--- config.mk ---
export PLATFORM = sky130hd
export DESIGN_NAME = stack_unit_flat
export DESIGN_NICKNAME = d
export VERILOG_FILES = /design/src/rtl/stack_pkg.sv /design/src/rtl/stack_unit_if.sv /design/src/rtl/stack_ram.sv /design/src/rtl/stack_unit.sv /design/src/flat_wrapper.sv
export SDC_FILE = /design/constraint.sdc
export NUM_CORES = 1
export LEC_CHECK = 0
export CORE_AREA = 3 3 135 124
export CTS_CLUSTER_DIAMETER = 200
export DETAILED_ROUTE_END_ITERATION = 16
export DIE_AREA = 0 0 138 127
export GPL_ROUTABILITY_DRIVEN = 0
export GPL_TIMING_DRIVEN = 0
export SETUP_SLACK_MARGIN = 0.3
export SLEW_MARGIN = 0
export SYNTH_ARGS = -nofsm -noshare
export SYNTH_HDL_FRONTEND = slang
export SYNTH_SLANG_ARGS = --single-unit
--- constraint.sdc ---
create_clock -name clk -period 4.02 [get_ports clk]
set_clock_uncertainty 0.1 [all_clocks]
set_input_delay 0.804 -clock clk [delete_from_list [all_inputs] [get_ports clk]]
set_output_delay 0.804 -clock clk [all_outputs]
set_load 0.01 [all_outputs]
--- src/rtl/stack_pkg.sv ---
// rtl/stack_pkg.sv - shared defaults and width helpers for the operand stack
package stack_pkg;

    localparam int STACK_WIDTH = 8;
    localparam int STACK_DEPTH = 16;
    localparam int SP_W        = $clog2(STACK_DEPTH + 1);

    // Stack pointer must represent 0..depth inclusive
    function automatic int sp_width(input int depth);
        return $clog2(depth + 1);
    endfunction

    // Entry address covers 0..depth-1; depth is at least 2 so this is never 0
    function automatic int addr_width(input int depth);
        return $clog2(depth);
    endfunction

endpackage

--- src/rtl/stack_unit_if.sv ---
// rtl/stack_unit_if.sv - controller-to-stack strobe and status bundle
interface stack_unit_if #(
    parameter int WIDTH = 8,
    parameter int DEPTH = 16
);
    localparam int CW = $clog2(DEPTH + 1);

    logic             push;
    logic             pop;
    logic             tos_rd;
    logic             err_clr;
    logic [WIDTH-1:0] din;
    logic [WIDTH-1:0] dout;
    logic             tos_zero;
    logic             empty;
    logic             full;
    logic [CW-1:0]    count;
    logic             overflow;
    logic             underflow;

    // Controller side drives strobes and push data
    modport master (
        output push, pop, tos_rd, err_clr, din,
        input  dout, tos_zero, empty, full, count, overflow, underflow
    );

    // Stack side consumes strobes and reports state
    modport slave (
        input  push, pop, tos_rd, err_clr, din,
        output dout, tos_zero, empty, full, count, overflow, underflow
    );

endinterface

--- src/rtl/stack_ram.sv ---
// rtl/stack_ram.sv - DEPTHxWIDTH register file, sync write, async read
module stack_ram #(
    parameter int WIDTH = 8,
    parameter int DEPTH = 16,
    parameter int AW    = 4
) (
    input  logic             clk,
    input  logic             we,
    input  logic [AW-1:0]    waddr,
    input  logic [WIDTH-1:0] wdata,
    input  logic [AW-1:0]    raddr,
    output logic [WIDTH-1:0] rdata
);

    logic [WIDTH-1:0] mem [DEPTH];

    // Entry write; contents are deliberately left unreset
    always_ff @(posedge clk) begin
        if (we) begin
            mem[waddr] <= wdata;
        end
    end

    assign rdata = mem[raddr];

endmodule

--- src/rtl/stack_unit.sv ---
// rtl/stack_unit.sv - operand stack with registered top output and sticky errors
module stack_unit
    import stack_pkg::*;
#(
    parameter int WIDTH = STACK_WIDTH,
    parameter int DEPTH = STACK_DEPTH
) (
    input  logic         clk,
    input  logic         rst,
    stack_unit_if.slave  bus
);

    localparam int PW = sp_width(DEPTH);
    localparam int AW = addr_width(DEPTH);

    logic [PW-1:0]    sp_q, sp_d;
    logic [WIDTH-1:0] dout_q, dout_d;
    logic             ovf_q, ovf_d;
    logic             unf_q, unf_d;

    logic             is_empty, is_full;
    logic             do_swap, do_push, do_pop, do_rd;
    logic             ovf_evt, unf_evt;
    logic             ram_we;
    logic [AW-1:0]    ram_waddr, ram_raddr;
    logic [WIDTH-1:0] ram_rdata;

    assign is_empty = (sp_q == '0);
    assign is_full  = (sp_q == PW'(DEPTH));

    // Decode strobes against the pre-edge pointer; pop outranks tos_rd
    always_comb begin
        do_swap = bus.push && bus.pop && !is_empty;
        do_push = bus.push && !do_swap && !is_full;
        do_pop  = bus.pop && !is_empty;
        do_rd   = bus.tos_rd && !bus.pop && !is_empty;
        ovf_evt = bus.push && !do_swap && is_full;
        unf_evt = (bus.pop || bus.tos_rd) && is_empty;
    end

    // Swap overwrites the top slot; a plain push fills the next free slot
    always_comb begin
        ram_we    = do_push || do_swap;
        ram_waddr = do_swap ? AW'(sp_q - PW'(1)) : AW'(sp_q);
        ram_raddr = is_empty ? '0 : AW'(sp_q - PW'(1));
    end

    // Next-state for pointer, output register and sticky flags
    always_comb begin
        sp_d   = sp_q;
        dout_d = dout_q;
        if (do_push) begin
            sp_d = sp_q + PW'(1);
        end else if (do_pop && !do_swap) begin
            sp_d = sp_q - PW'(1);
        end
        if (do_pop || do_rd) begin
            dout_d = ram_rdata;
        end
        ovf_d = (ovf_q && !bus.err_clr) || ovf_evt;
        unf_d = (unf_q && !bus.err_clr) || unf_evt;
    end

    // State registers with asynchronous clear
    always_ff @(posedge clk or posedge rst) begin
        if (rst) begin
            sp_q   <= '0;
            dout_q <= '0;
            ovf_q  <= 1'b0;
            unf_q  <= 1'b0;
        end else begin
            sp_q   <= sp_d;
            dout_q <= dout_d;
            ovf_q  <= ovf_d;
            unf_q  <= unf_d;
        end
    end

    stack_ram #(
        .WIDTH (WIDTH),
        .DEPTH (DEPTH),
        .AW    (AW)
    ) u_ram (
        .clk   (clk),
        .we    (ram_we),
        .waddr (ram_waddr),
        .wdata (bus.din),
        .raddr (ram_raddr),
        .rdata (ram_rdata)
    );

    assign bus.dout      = dout_q;
    assign bus.tos_zero  = (dout_q == '0);
    assign bus.empty     = is_empty;
    assign bus.full      = is_full;
    assign bus.count     = sp_q;
    assign bus.overflow  = ovf_q;
    assign bus.underflow = unf_q;

endmodule

--- src/flat_wrapper.sv ---
// flat-port wrapper written by rule: the top's interface ports become plain ports
module stack_unit_flat import stack_pkg::*;
#(
    parameter int WIDTH = STACK_WIDTH,
    parameter int DEPTH = STACK_DEPTH
)
  (clk, rst, bus_push, bus_pop, bus_tos_rd, bus_err_clr, bus_din, bus_dout, bus_tos_zero, bus_empty, bus_full, bus_count, bus_overflow, bus_underflow);
  stack_unit_if #(.WIDTH(WIDTH), .DEPTH(DEPTH)) bus_i ();
  input  logic clk;
  input  logic rst;
  input wire logic [$bits(bus_i.push)-1:0] bus_push;
  input wire logic [$bits(bus_i.pop)-1:0] bus_pop;
  input wire logic [$bits(bus_i.tos_rd)-1:0] bus_tos_rd;
  input wire logic [$bits(bus_i.err_clr)-1:0] bus_err_clr;
  input wire logic [$bits(bus_i.din)-1:0] bus_din;
  output wire logic [$bits(bus_i.dout)-1:0] bus_dout;
  output wire logic [$bits(bus_i.tos_zero)-1:0] bus_tos_zero;
  output wire logic [$bits(bus_i.empty)-1:0] bus_empty;
  output wire logic [$bits(bus_i.full)-1:0] bus_full;
  output wire logic [$bits(bus_i.count)-1:0] bus_count;
  output wire logic [$bits(bus_i.overflow)-1:0] bus_overflow;
  output wire logic [$bits(bus_i.underflow)-1:0] bus_underflow;
  assign bus_i.push = bus_push;
  assign bus_i.pop = bus_pop;
  assign bus_i.tos_rd = bus_tos_rd;
  assign bus_i.err_clr = bus_err_clr;
  assign bus_i.din = bus_din;
  assign bus_dout = bus_i.dout;
  assign bus_tos_zero = bus_i.tos_zero;
  assign bus_empty = bus_i.empty;
  assign bus_full = bus_i.full;
  assign bus_count = bus_i.count;
  assign bus_overflow = bus_i.overflow;
  assign bus_underflow = bus_i.underflow;
  stack_unit #(.WIDTH(WIDTH), .DEPTH(DEPTH)) u_core (.clk(clk), .rst(rst), .bus(bus_i));
endmodule
# ---- Word level (Yosys, flattened, before mapping)
# Memories as Yosys holds them, arrays and structs flattened. A register that Yosys moved wholly into a read port is not among the register bits.
# Index checks and enable logic that the tools add are counted.
dict set report op_classes {
  mux 6
  add_sub_neg 2
  eq_ne 1
  n_reduce_logical 25
}
# op n
set ops {}
lappend ops {{$logic_and A1 B1 Y1} 12}
lappend ops {{$mux W5} 2}
lappend ops {{$logic_not A8 Y1} 1}
lappend ops {{$mux W4} 2}
lappend ops {{$add A5 B1 Y5 const B} 1}
lappend ops {{$eq A5 B5 Y1 const B} 1}
lappend ops {{$logic_not A1 Y1} 5}
lappend ops {{$logic_not A5 Y1} 1}
lappend ops {{$logic_or A1 B1 Y1} 5}
lappend ops {{$sub A5 B1 Y5 const B} 1}
lappend ops {{$mux W1} 2}
lappend ops {{$reduce_bool A2 Y1} 1}
dict set report word_totals {
  output_inout_bits 18
  ff_bits 7
  n_memories 1
  ram_bits 128
  in_bits 14
  wordCells 38
}
# name depth width read_ports rd_ports_with_merged_regs wr line
set mem_list {}
lappend mem_list {u_core.u_ram.mem 16 8 1 1 1 stack_ram.sv:15} ;# logic [WIDTH-1:0] mem [DEPTH];

# ---- Depth between registers and ports, before layout
dict set report logic_depth {
  word_depth 9
  ltp_mapped 13
  depth_no_buf 9
}

# ---- Cells and area by module
# From an unflattened synthesis, not the netlist that was laid out.
dict set report hier_totals {
  hier_cells 317
  hier_area_um2 5938.2
}
# module cells_per_inst area_each_um2 n_inst seq_area_each_um2
set modules_own_cells {}
lappend modules_own_cells {stack_ram 221 4987.3 1 3843.7}
lappend modules_own_cells {stack_unit 96 950.9 1 375.4}

# ---- Least setup slack after synthesis
# OpenSTA, ideal clock, no wires.
dict set report synth_path {
  path_type {register to register}
  from {register u_core.sp_q[0], in the netlist u_core.bus.count[0]}
  to {memory u_core.u_ram.mem[5][0] (enable)}
  setup_ns 0.370
  path_stages_with_launch 13
  arrival_time_ns 3.275
  synth_period_minus_slack_ns 3.746
  n_path_buf 5
  setup_slack_ns 0.274
  required_time_ns 3.550
  path_cell_list {dfrtp_1 buf_2 inv_1 buf_2 buf_1 ha_1 or4b_4 buf_6 buf_2 o21ai_2 nand2_1 o32a_1 nor2_1}
}
dict set report synth_via {
  elab_chain_len 9
  elab_cells_between_ends 13
  classes_between {1 x add/sub; 1 x eq/ne; 3 x mux; 8 x reduce/logical}
}
# element line
set synth_rtl {}
lappend synth_rtl {{start, declared} stack_unit.sv:16} ;# logic [PW-1:0] sp_q, sp_d;
lappend synth_rtl {{start signal, assigned} stack_unit.sv:72} ;# sp_q <= sp_d;
lappend synth_rtl {{$logic_not A5 Y1} stack_unit.sv:28} ;# assign is_empty = (sp_q == '0);
lappend synth_rtl {{$logic_not A1 Y1} stack_unit.sv:33} ;# do_swap = bus.push && bus.pop && !is_empty;
lappend synth_rtl {{$logic_and A1 B1 Y1} stack_unit.sv:33}
lappend synth_rtl {{$logic_not A1 Y1} stack_unit.sv:34} ;# do_push = bus.push && !do_swap && !is_full;
lappend synth_rtl {{$logic_and A1 B1 Y1 (2 in a row)} stack_unit.sv:34}
lappend synth_rtl {{$logic_or A1 B1 Y1} stack_unit.sv:43} ;# ram_we = do_push || do_swap;
lappend synth_rtl {{$mux W1} stack_ram.sv:19} ;# if (we) begin
lappend synth_rtl {{$mux W1 (not written as such)} stack_ram.sv:20} ;# mem[waddr] <= wdata;
lappend synth_rtl {{end, declared} stack_ram.sv:15}
# Several ways; a longest one is shown, not always the timed one.

# ---- Final worst setup path
dict set report layout_path {
  from {register u_core.sp_q[0], in the netlist u_core.bus.count[0]}
  to {memory u_core.u_ram.mem[13][7] (enable)}
}
# The elaborated chain is that of the path after synthesis.

==> results.py <==
metrics = {
    "outcome": {
        "status": "finished, final reports clean",
    },
    "clock_network": {
        "clk_latency_ps": 430,
        "tritoncts": "yes",
        "cts_max_level": 4,
        "cts_buffers": 17,
        "cts_root_buffer": "clkbuf_16",
        "clockBufferDepth": 2,
        "clk_pin_slew_ps": 60,
        "clock-sinks": 143,
        "cts_hold_buffers": 0,
    },
    "sta": {
        "worstMarginPinSlew_ps": 1230,
        "rsz0062_at_grt": "no",
        "finalCriticalPeriod_ps": 3630,
        "layout_setup_ws_ps": 391,
        "max-slew-margin-rel": 0.175,
        "hold_viol_final": 0,
        "slew_violations": 0,
        "setup_viol": 0,
        "post-route-period-util": 0.903,
        "fmax_mhz": 276,
    },
    "route": {
        "via_count": 4027,
        "drt_pre_antenna_iters": 5,
        "via_per_inst": 5.62,
        "drc_errors": 0,
        "drt_iter0_drc": 426,
        "routed.top_layer": "met4",
        "met3_wirelength_um": 915,
        "wl_met1_mm": 6.58,
        "wl_per_cell_um": 21.5,
        "drt_wl_total_mm": 15.4,
        "wl_met2_mm": 7.61,
        "ant_nets": 0,
    },
    "worst_setup_path": {
        "cp_data_arrival_time_ps": 3730,
        "crit_type": "reg -> reg",
        "worstSetupEndpointType": "flip-flop",
        "critPathLaunchType": "flip-flop",
        "max_stage_delay_ps": 910,
        "cp.buffers_inverters": 6,
        "cp_slowest_cell": "a31oi_1",
        "critPathMaxFanout": 10,
        "crit_required_ps": 4120,
        "worstPathCellList": "buf_6, inv_4, buf_6, buf_8, ha_4, or4b_4, buf_6, nand3_1, nor3b_1, a31oi_1, nor2_4, buf_12",
        "critPathMostFrequentCell": "buf_6",
        "critical-path-top-delay-family": "buffers and inverters",
    },
    "floorplanning": {
        "die_w_um": 138,
        "rows": 43,
        "coreArea_mm2": 0.0154,
        "die_area_mm2": 0.0175,
        "die_h_um": 127,
        "pin_count": 32,
        "initial_core_util": 0.397,
    },
    "job": {
        "maxCapViolCount": 0,
    },
    "power_and_ir_drop": {
        "power_density_mw_per_mm2": 808,
        "p_total_mw": 6.14,
        "vdd_drop_max_v": 0.000459,
        "power.leakage_nw": 2.58,
    },
    "global_routing": {
        "grt-ovfl-total": 0,
        "grt_max_degree": 17,
        "grt_pass1_wl_mm": 23.4,
        "grt_pass1_vias": 3916,
        "antenna_found_initial": 0,
        "track_usage": 0.179,
    },
    "logic_synthesis": {
        "synth_top_cell_by_area": "edfxtp_1",
        "synth_edf_count": 128,
        "synth_cells": 446,
        "synth.area.mux_share": 0.0562,
        "synth-async-reset-ratio": 0.105,
        "yosysWarnings": 0,
        "yosysSeqAreaShare": 0.691,
        "synth_top_area_share": 0.630,
        "synth_area_mm2": 0.00610,
        "synthSimpleGateAreaFrac": 0.100,
        "dominantRegCellSynth": "edfxtp_1",
        "synth_top_family_by_area": "compound AO/OA/AOI/OAI gates",
        "synth_xor_xnor_area_share": 0.00430,
        "synth_nets": 462,
        "synth-compound-area-share": 0.117,
        "synth_area_leaders": "edfxtp_1 (63%), dfrtp_1 (6.1%), mux2i_1 (5.2%)",
        "ys_seq_elements": 143,
        "synth.avg_cell_area_um2": 13.7,
        "synthAdderAreaFrac": 0.00410,
        "synth_cell_types": 49,
    },
    "finish": {
        "fin_cells": 717,
        "final_nets": 518,
        "layout-drive-gt1-share": 0.165,
        "syn2layout_area_growth_pct": 24.4,
        "fill_cells": 1333,
        "antenna_cells": 0,
        "final_area_mm2": 0.00759,
        "post-route-util": 0.494,
    },
    "hold_path": {
        "hold_class": "reg -> reg",
    },
    "placement": {
        "dp_hpwl_mm": 10.2,
        "pre_cts_ws_ps": -617,
        "placed_cell_area_mm2": 0.00666,
        "port_buffers": 30,
        "dp.cells": 678,
    },
}
[cells in the mapped netlist (7+ instances only)]
master	n
o221ai_1	7
nand2_1	30
edfxtp_1	128
nor3_1	11
o21ai_0	14
dfrtp_1	15
clkbuf_1	8
nand2b_1	10
o211ai_1	7
nor2_1	57
a21oi_1	24
mux2i_1	32
inv_1	8
a32oi_1	14
buf_2	9
[kinds of logic after synthesis]
family                     count (synthesis)
buffers and inverters                     33
DFF                                      143
xor gates and xnor gates                   3
AOI/OAI and AO/OA                        102
and+or+nand+nor                          130
muxes                                     33
adders and majority gates                  2
[metal layers]
metal | up-vias | global-route usage
met3 | 30 | 0.0479
met2 | 148 | 0.287
met1 | 2005 | 0.238
met5 | - | 0
met4 | 0 | 0.0657
li1 | 1844 | -
[through the flow]
stage               hold slack [ps]  setup TNS [ps]
finish                          443               0
global placement                420          -60780
detailed placement              423          -74640
floorplan                       441               0
CTS                             435               0
global route                    466               0
[registers in the layout, indices dropped and copies added (netlist names)]
name	flops
u_core.bus.underflow	1
u_core.bus.dout	8
u_core.u_ram.mem	128
u_core.bus.overflow	1
u_core.bus.count	5
[power breakdown]
part           total, mW  internal, mW  switching [mW]
sequential          1.97          1.84           0.123
clock               1.56         0.883           0.675
combinational       2.61         0.968            1.65
[cells in the final DEF, fill, tap and decap left out, types with 3 or more instances in the layout]
master	Yosys	final
clkbuf_16	0	17
o21ai_0	14	14
nand2b_1	10	10
inv_1	8	7
nor3_1	11	11
o211ai_1	7	7
nor2_4	0	16
nor2_1	57	41
inv_6	0	7
and2_1	3	3
nand3_1	4	4
a2111oi_0	6	4
buf_1	4	3
nand2_1	30	30
inv_8	0	3
dfrtp_1	15	15
buf_2	9	7
xnor2_1	3	3
clkdlybuf4s50_1	0	28
edfxtp_1	128	128
buf_6	2	5
clkbuf_1	8	6
a32oi_1	14	14
buf_12	1	7
o221ai_1	7	7
a21oi_1	24	22
mux2i_1	32	32
a2bb2oi_1	6	6
[final timing paths]
| kind | start | end | slack (ps) | cells after the start |
|---|---|---|---|---|
| max | u_core.bus.count[0]$_DFFE_PP0P_ | u_core.u_ram.mem[13][7]$_DFFE_PP_ | 390 | 12 |
| max reg2reg | u_core.bus.count[0]$_DFFE_PP0P_ | u_core.u_ram.mem[13][7]$_DFFE_PP_ | 390 | 12 |
| min reg2reg | u_core.bus.underflow$_DFF_PP0_ | u_core.bus.underflow$_DFF_PP0_ | 440 | 2 |
| min | u_core.bus.underflow$_DFF_PP0_ | u_core.bus.underflow$_DFF_PP0_ | 440 | 2 |
| max in group asynchronous | rst | u_core.bus.count[0]$_DFFE_PP0P_ | 2730 | 2 |
| min in group asynchronous | rst | u_core.bus.overflow$_DFF_PP0_ | 660 | 2 |
[what timing repair did]
action / in CTS / in global routing
gates resized for setup: 29 / 33
setup buffers: 0 / 7
pin swaps: 0 / 10
endpoints found under the setup margin: 139 / 136
[worst reg2reg max path, stage by stage (launching register included)]
cell     delay, ps
dfrtp_1        420
buf_6          180
inv_4          110
buf_6          170
buf_8          160
ha_4           170
or4b_4         480
buf_6          180
nand3_1        160
nor3b_1         80
a31oi_1        910
nor2_4          90
buf_12         190
[layout make-up]
cell class,instances,area [um^2],share of cell area
plain buffers,24,165,0.0217
clock buffers,17,425,0.0560
clock inverters,15,166,0.0219
inverters,9,36.3,0.00478
multi-input cells,270,1900,0.250
flip-flops and latches,143,4220,0.556
well taps,202,253,0.0333
repair buffers,37,429,0.0565
Note: power is estimated with default switching activity, not from simulation.
